<file path="src/rtl/mem_port_arbiter.sv">
// Arbitrates one shared memory port between an instruction-fetch requester and a
// data requester, with a single outstanding transaction and a fetch anti-starvation limit.
module mem_port_arbiter #(
    parameter int STARVE_LIMIT = 4
) (
    input  logic        clk,
    input  logic        rst,
    input  logic        imem_req_val,
    input  logic [31:0] imem_req_addr,
    output logic        imem_req_rdy,
    output logic        imem_resp_val,
    output logic [31:0] imem_resp_data,
    input  logic        dmem_req_val,
    input  logic        dmem_req_rw,
    input  logic [31:0] dmem_req_addr,
    input  logic [31:0] dmem_req_wdata,
    output logic        dmem_req_rdy,
    output logic        dmem_resp_val,
    output logic [31:0] dmem_resp_data,
    output logic        mem_req_val,
    output logic        mem_req_rw,
    output logic [31:0] mem_req_addr,
    output logic [31:0] mem_req_wdata,
    input  logic        mem_req_rdy,
    input  logic        mem_resp_val,
    input  logic [31:0] mem_resp_data,
    output logic        busy,
    output logic        err_spurious,
    output logic [1:0]  state_dbg
);

    // Handshake: a request transfers on a cycle where val && rdy are both high;
    // val never depends on rdy, and responses are single-cycle val pulses with no back-pressure.

    typedef enum logic [1:0] {
        IDLE   = 2'd0,
        WAIT_I = 2'd1,
        WAIT_D = 2'd2
    } state_t;

    localparam logic [3:0] LIMIT = 4'(STARVE_LIMIT);

    state_t     state;
    logic [3:0] starve_cnt;
    logic       in_idle;
    logic       force_i;
    logic       grant_d;
    logic       grant_i;
    logic       accept;

    // Grant paths are gated by rst so nothing leaks out while reset is held.
    assign in_idle = rst && (state == IDLE);
    assign force_i = imem_req_val && (starve_cnt == LIMIT);
    assign grant_d = in_idle && dmem_req_val && !force_i;
    assign grant_i = in_idle && imem_req_val && !grant_d;
    assign accept  = (grant_d || grant_i) && mem_req_rdy;

    always_comb begin
        mem_req_val   = grant_d || grant_i;
        mem_req_rw    = 1'b0;
        mem_req_addr  = 32'd0;
        mem_req_wdata = 32'd0;
        if (grant_d) begin
            mem_req_rw    = dmem_req_rw;
            mem_req_addr  = dmem_req_addr;
            mem_req_wdata = dmem_req_wdata;
        end else if (grant_i) begin
            mem_req_addr  = imem_req_addr;
        end
    end

    assign imem_req_rdy   = grant_i && mem_req_rdy;
    assign dmem_req_rdy   = grant_d && mem_req_rdy;
    assign imem_resp_val  = (state == WAIT_I) && mem_resp_val;
    assign dmem_resp_val  = (state == WAIT_D) && mem_resp_val;
    assign imem_resp_data = mem_resp_data;
    assign dmem_resp_data = mem_resp_data;
    assign state_dbg      = state;

    always_ff @(posedge clk or negedge rst) begin
        if (!rst) begin
            state        <= IDLE;
            starve_cnt   <= 4'd0;
            err_spurious <= 1'b0;
            busy         <= 1'b0;
        end else begin
            case (state)
                IDLE: begin
                    if (mem_resp_val) begin
                        err_spurious <= 1'b1;
                    end
                    if (accept) begin
                        busy <= 1'b1;
                        if (grant_d) begin
                            state <= WAIT_D;
                            if (imem_req_val && (starve_cnt < LIMIT)) begin
                                starve_cnt <= starve_cnt + 4'd1;
                            end
                        end else begin
                            state      <= WAIT_I;
                            starve_cnt <= 4'd0;
                        end
                    end
                end
                WAIT_I, WAIT_D: begin
                    // mem_req_rdy is deliberately not looked at while waiting.
                    if (mem_resp_val) begin
                        state <= IDLE;
                        busy  <= 1'b0;
                    end
                end
                default: begin
                    state <= IDLE;
                    busy  <= 1'b0;
                end
            endcase
        end
    end

endmodule
</file>
<file path="config.mk">
export PLATFORM = sky130hd
export DESIGN_NAME = mem_port_arbiter
export DESIGN_NICKNAME = d
export VERILOG_FILES = /design/src/rtl/mem_port_arbiter.sv
export SDC_FILE = /design/constraint.sdc
export NUM_CORES = 1
export LEC_CHECK = 0
export ABC_AREA = 1
export CORE_AREA = 2 2 107 109
export DETAILED_ROUTE_END_ITERATION = 8
export DIE_AREA = 0 0 109 111
export REMOVE_ABC_BUFFERS = 1
export SYNTH_ARGS = -nofsm -noshare
export SYNTH_HDL_FRONTEND = slang
export SYNTH_SLANG_ARGS = --single-unit
</file>
<file path="constraint.sdc">
create_clock -name clk -period 2.7 [get_ports clk]
set_clock_uncertainty 0.15 [all_clocks]
set_input_delay 0.675 -clock clk [delete_from_list [all_inputs] [get_ports clk]]
set_output_delay 0.675 -clock clk [all_outputs]
set_load 0.1 [all_outputs]
</file>
==> results.cfg <==
[outcome]
outcome = complete, but fails checks
violations = negative setup slack

[global_route]
grt_max_degree = 26
use_met1 = 0.192
overflow = 0
use_met2 = 0.298
grt.busiest_layer = met2
grt_usage = 0.188
grt_pass1_wl_um = 16600
use_met3 = 0.125
first_global_vias = 2662
antenna_found_initial = 0

[final_layout]
fillers = 958
layout_common_cells = clkdlybuf4s50_1 (99), buf_12 (81), inv_1 (40)
antenna_cells = 0
layout_commonest_cell = clkdlybuf4s50_1
final_design_area_no_fill_um2 = 5360
layout-drive-gt1-share = 0.563
nets = 597
area_growth_pct = 210
final_cells = 598

[clock_network]
clock_latency_ps = 240
cts.htree.levels = 1
path_clk_slew_ps = 40
root_buffer = clkbuf_16
cts_buffer_depth = 2
cts_tree = done
cts_buffers = 3
cts.sinks = 8

[worst_setup_path]
worstPathRequired_ps = 1880
start_kind = register
r2r-end = starve_cnt[1]$_DFFE_PN0P_
crit_path_end_kind = output port
startpoint = starve_cnt[0]$_DFFE_PN0P_
worst_r2r_startpoint = starve_cnt[0]$_DFFE_PN0P_
r2r_setup_slack_ps = 550
cp_max_fo = 8
setup.worst_path.class = register to output port
r2r_cells = 13
cp_data_arrival_time_ps = 1910

[detailed_routing]
wirelength_um = 12700
drt_iter0_drc = 79
drtAntennaViolNets = 0
dr.pass1.iters = 4
vias = 2580
routedWlPerCell_um = 21.2
drc = 0
routed_via_density = 4.31

[synthesis]
ys_ff_latch = 8
synthesis.area_um2 = 1730
syn_inst = 306
synth.avg_cell_area_um2 = 5.64
synth_cell_types = 20
yosys.area.top_type = buf_4
ys_seq_area_frac = 0.116
yosys_warnings = 0
synthTopCellsByArea = buf_4 (30%), nand2_1 (19%), dfrtp_1 (12%), inv_1 (10%), nand3_1 (9.9%)
synth.top_cell.area_share = 0.296

[power_and_ir_drop]
finalPower_uw = 3780
power.density_nw_per_um2 = 705
ir_drop_uv = 645
leakagePower_uw = 0.00238

[floorplanning]
core_um2 = 11100
ios = 273
num_rows = 39
dieHeight_um = 111
die_area_um2 = 12100
start_util = 0.156
die_w_um = 109

[place]
io_buffers = 176
dp.cells = 565
dpl.hpwl_um = 8600
routabilityCongestion = 0.843
dpl-instance-area_um2 = 4000

[sta]
slew_headroom = 0.811
fmax_ghz = 0.365
fin_crit_ps = 2740
setup_ws_ps = -36.8
worst_pin_slew_ps = 286
rsz0062_at_grt = yes
drv_slew = 0
hold_viol_final = 0
fin_crit_sh = 1.01
setup_viol = 22

[run]
maxCapViolCount = 0

[hold_path]
hold_path_class = primary input to asynchronous set/reset pin
-- how the worst max path moves through the flow --
stage | end | slack (ps)
final | mem_req_addr[16] | -40
after global routing | mem_req_addr[18] | -130
after CTS | imem_req_rdy | -70
after detailed placement | mem_req_addr[9] | -400
after global placement | mem_req_addr[9] | -340
after floorplan | imem_req_rdy | -2120
-- cell families (layout without fill, tap and decap cells) --
| family | count (synthesis) | after routing | synth area share |
|---|---|---|---|
| compound gates | 8 | 8 | 0.0297 |
| xor+xnor | 1 | 1 | 0.00507 |
| fa+ha+maj | 5 | 5 | 0.0362 |
| buf+inv | 125 | 274 | 0.436 |
| flops | 8 | 8 | 0.116 |
| simple gates | 159 | 159 | 0.377 |
-- critical path, cell delays in order, from the launching register on --
cell,delay (ps)
dfrtp_1,390
inv_2,90
ha_4,150
nand2_4,50
o21ai_4,240
buf_12,150
buf_12,130
buf_12,140
nand3_2,80
nand2_2,80
buf_12,170
-- routing by layer --
| metal | part of all wire | vias to the layer above |
|---|---|---|
| met5 | 0.010 | - |
| met4 | 0.029 | 4 |
| met3 | 0.16 | 21 |
| met2 | 0.46 | 208 |
| met1 | 0.34 | 1196 |
| li1 | - | 1151 |
-- layout make-up --
type / count / area [um2] / area share
Timing Repair Buffer: 224 / 3180 / 0.594
Inverter: 47 / 186 / 0.0348
Sequential cell: 8 / 200 / 0.0373
Multi-Input combinational cell: 173 / 1540 / 0.287
Clock buffer: 3 / 75.1 / 0.0140
Tap cell: 143 / 179 / 0.0334
-- metrics by stage --
step                      setup WS [ps]  hold WS, ps  setup TNS (ps)   util
after global placement             -343          316          -17340  0.361
after floorplan                   -2120          229         -100920      -
after detailed placement           -399          327          -19750  0.361
after CTS                         -65.3          209            -122  0.451
after global routing               -126          250           -3720  0.484
final                             -36.8          237            -552  0.484
-- power breakdown --
group          internal, uW  switching, uW
combinational          1330           2030
clock                   191           63.6
sequential              148           19.6
-- synth_stat cells, drive strengths merged --
| cell | count |
|---|---|
| ha | 5 |
| o21ai | 4 |
| xor2 | 1 |
| clkbuf | 2 |
| buf | 76 |
| nand4 | 1 |
| dfrtp | 8 |
| o21bai | 2 |
| or2 | 1 |
| o211ai | 1 |
| nand3 | 34 |
| a21oi | 1 |
| inv | 47 |
| nor2 | 36 |
| nor3 | 1 |
| nand2 | 86 |
-- state kept, by name, indices dropped and copies added (netlist names) --
name,count
busy,1
err_spurious,1
starve_cnt,4
state_dbg,2
-- repair_timing --
item | CTS | global route
buffers inserted | 19 | 2
hold buffers | 0 | 0
pin swaps | 30 | 32
setup endpoints to repair | 67 | 66
gates resized for setup | 166 | 73
gates cloned | 9 | 3
(Power assumes the default switching activity.)
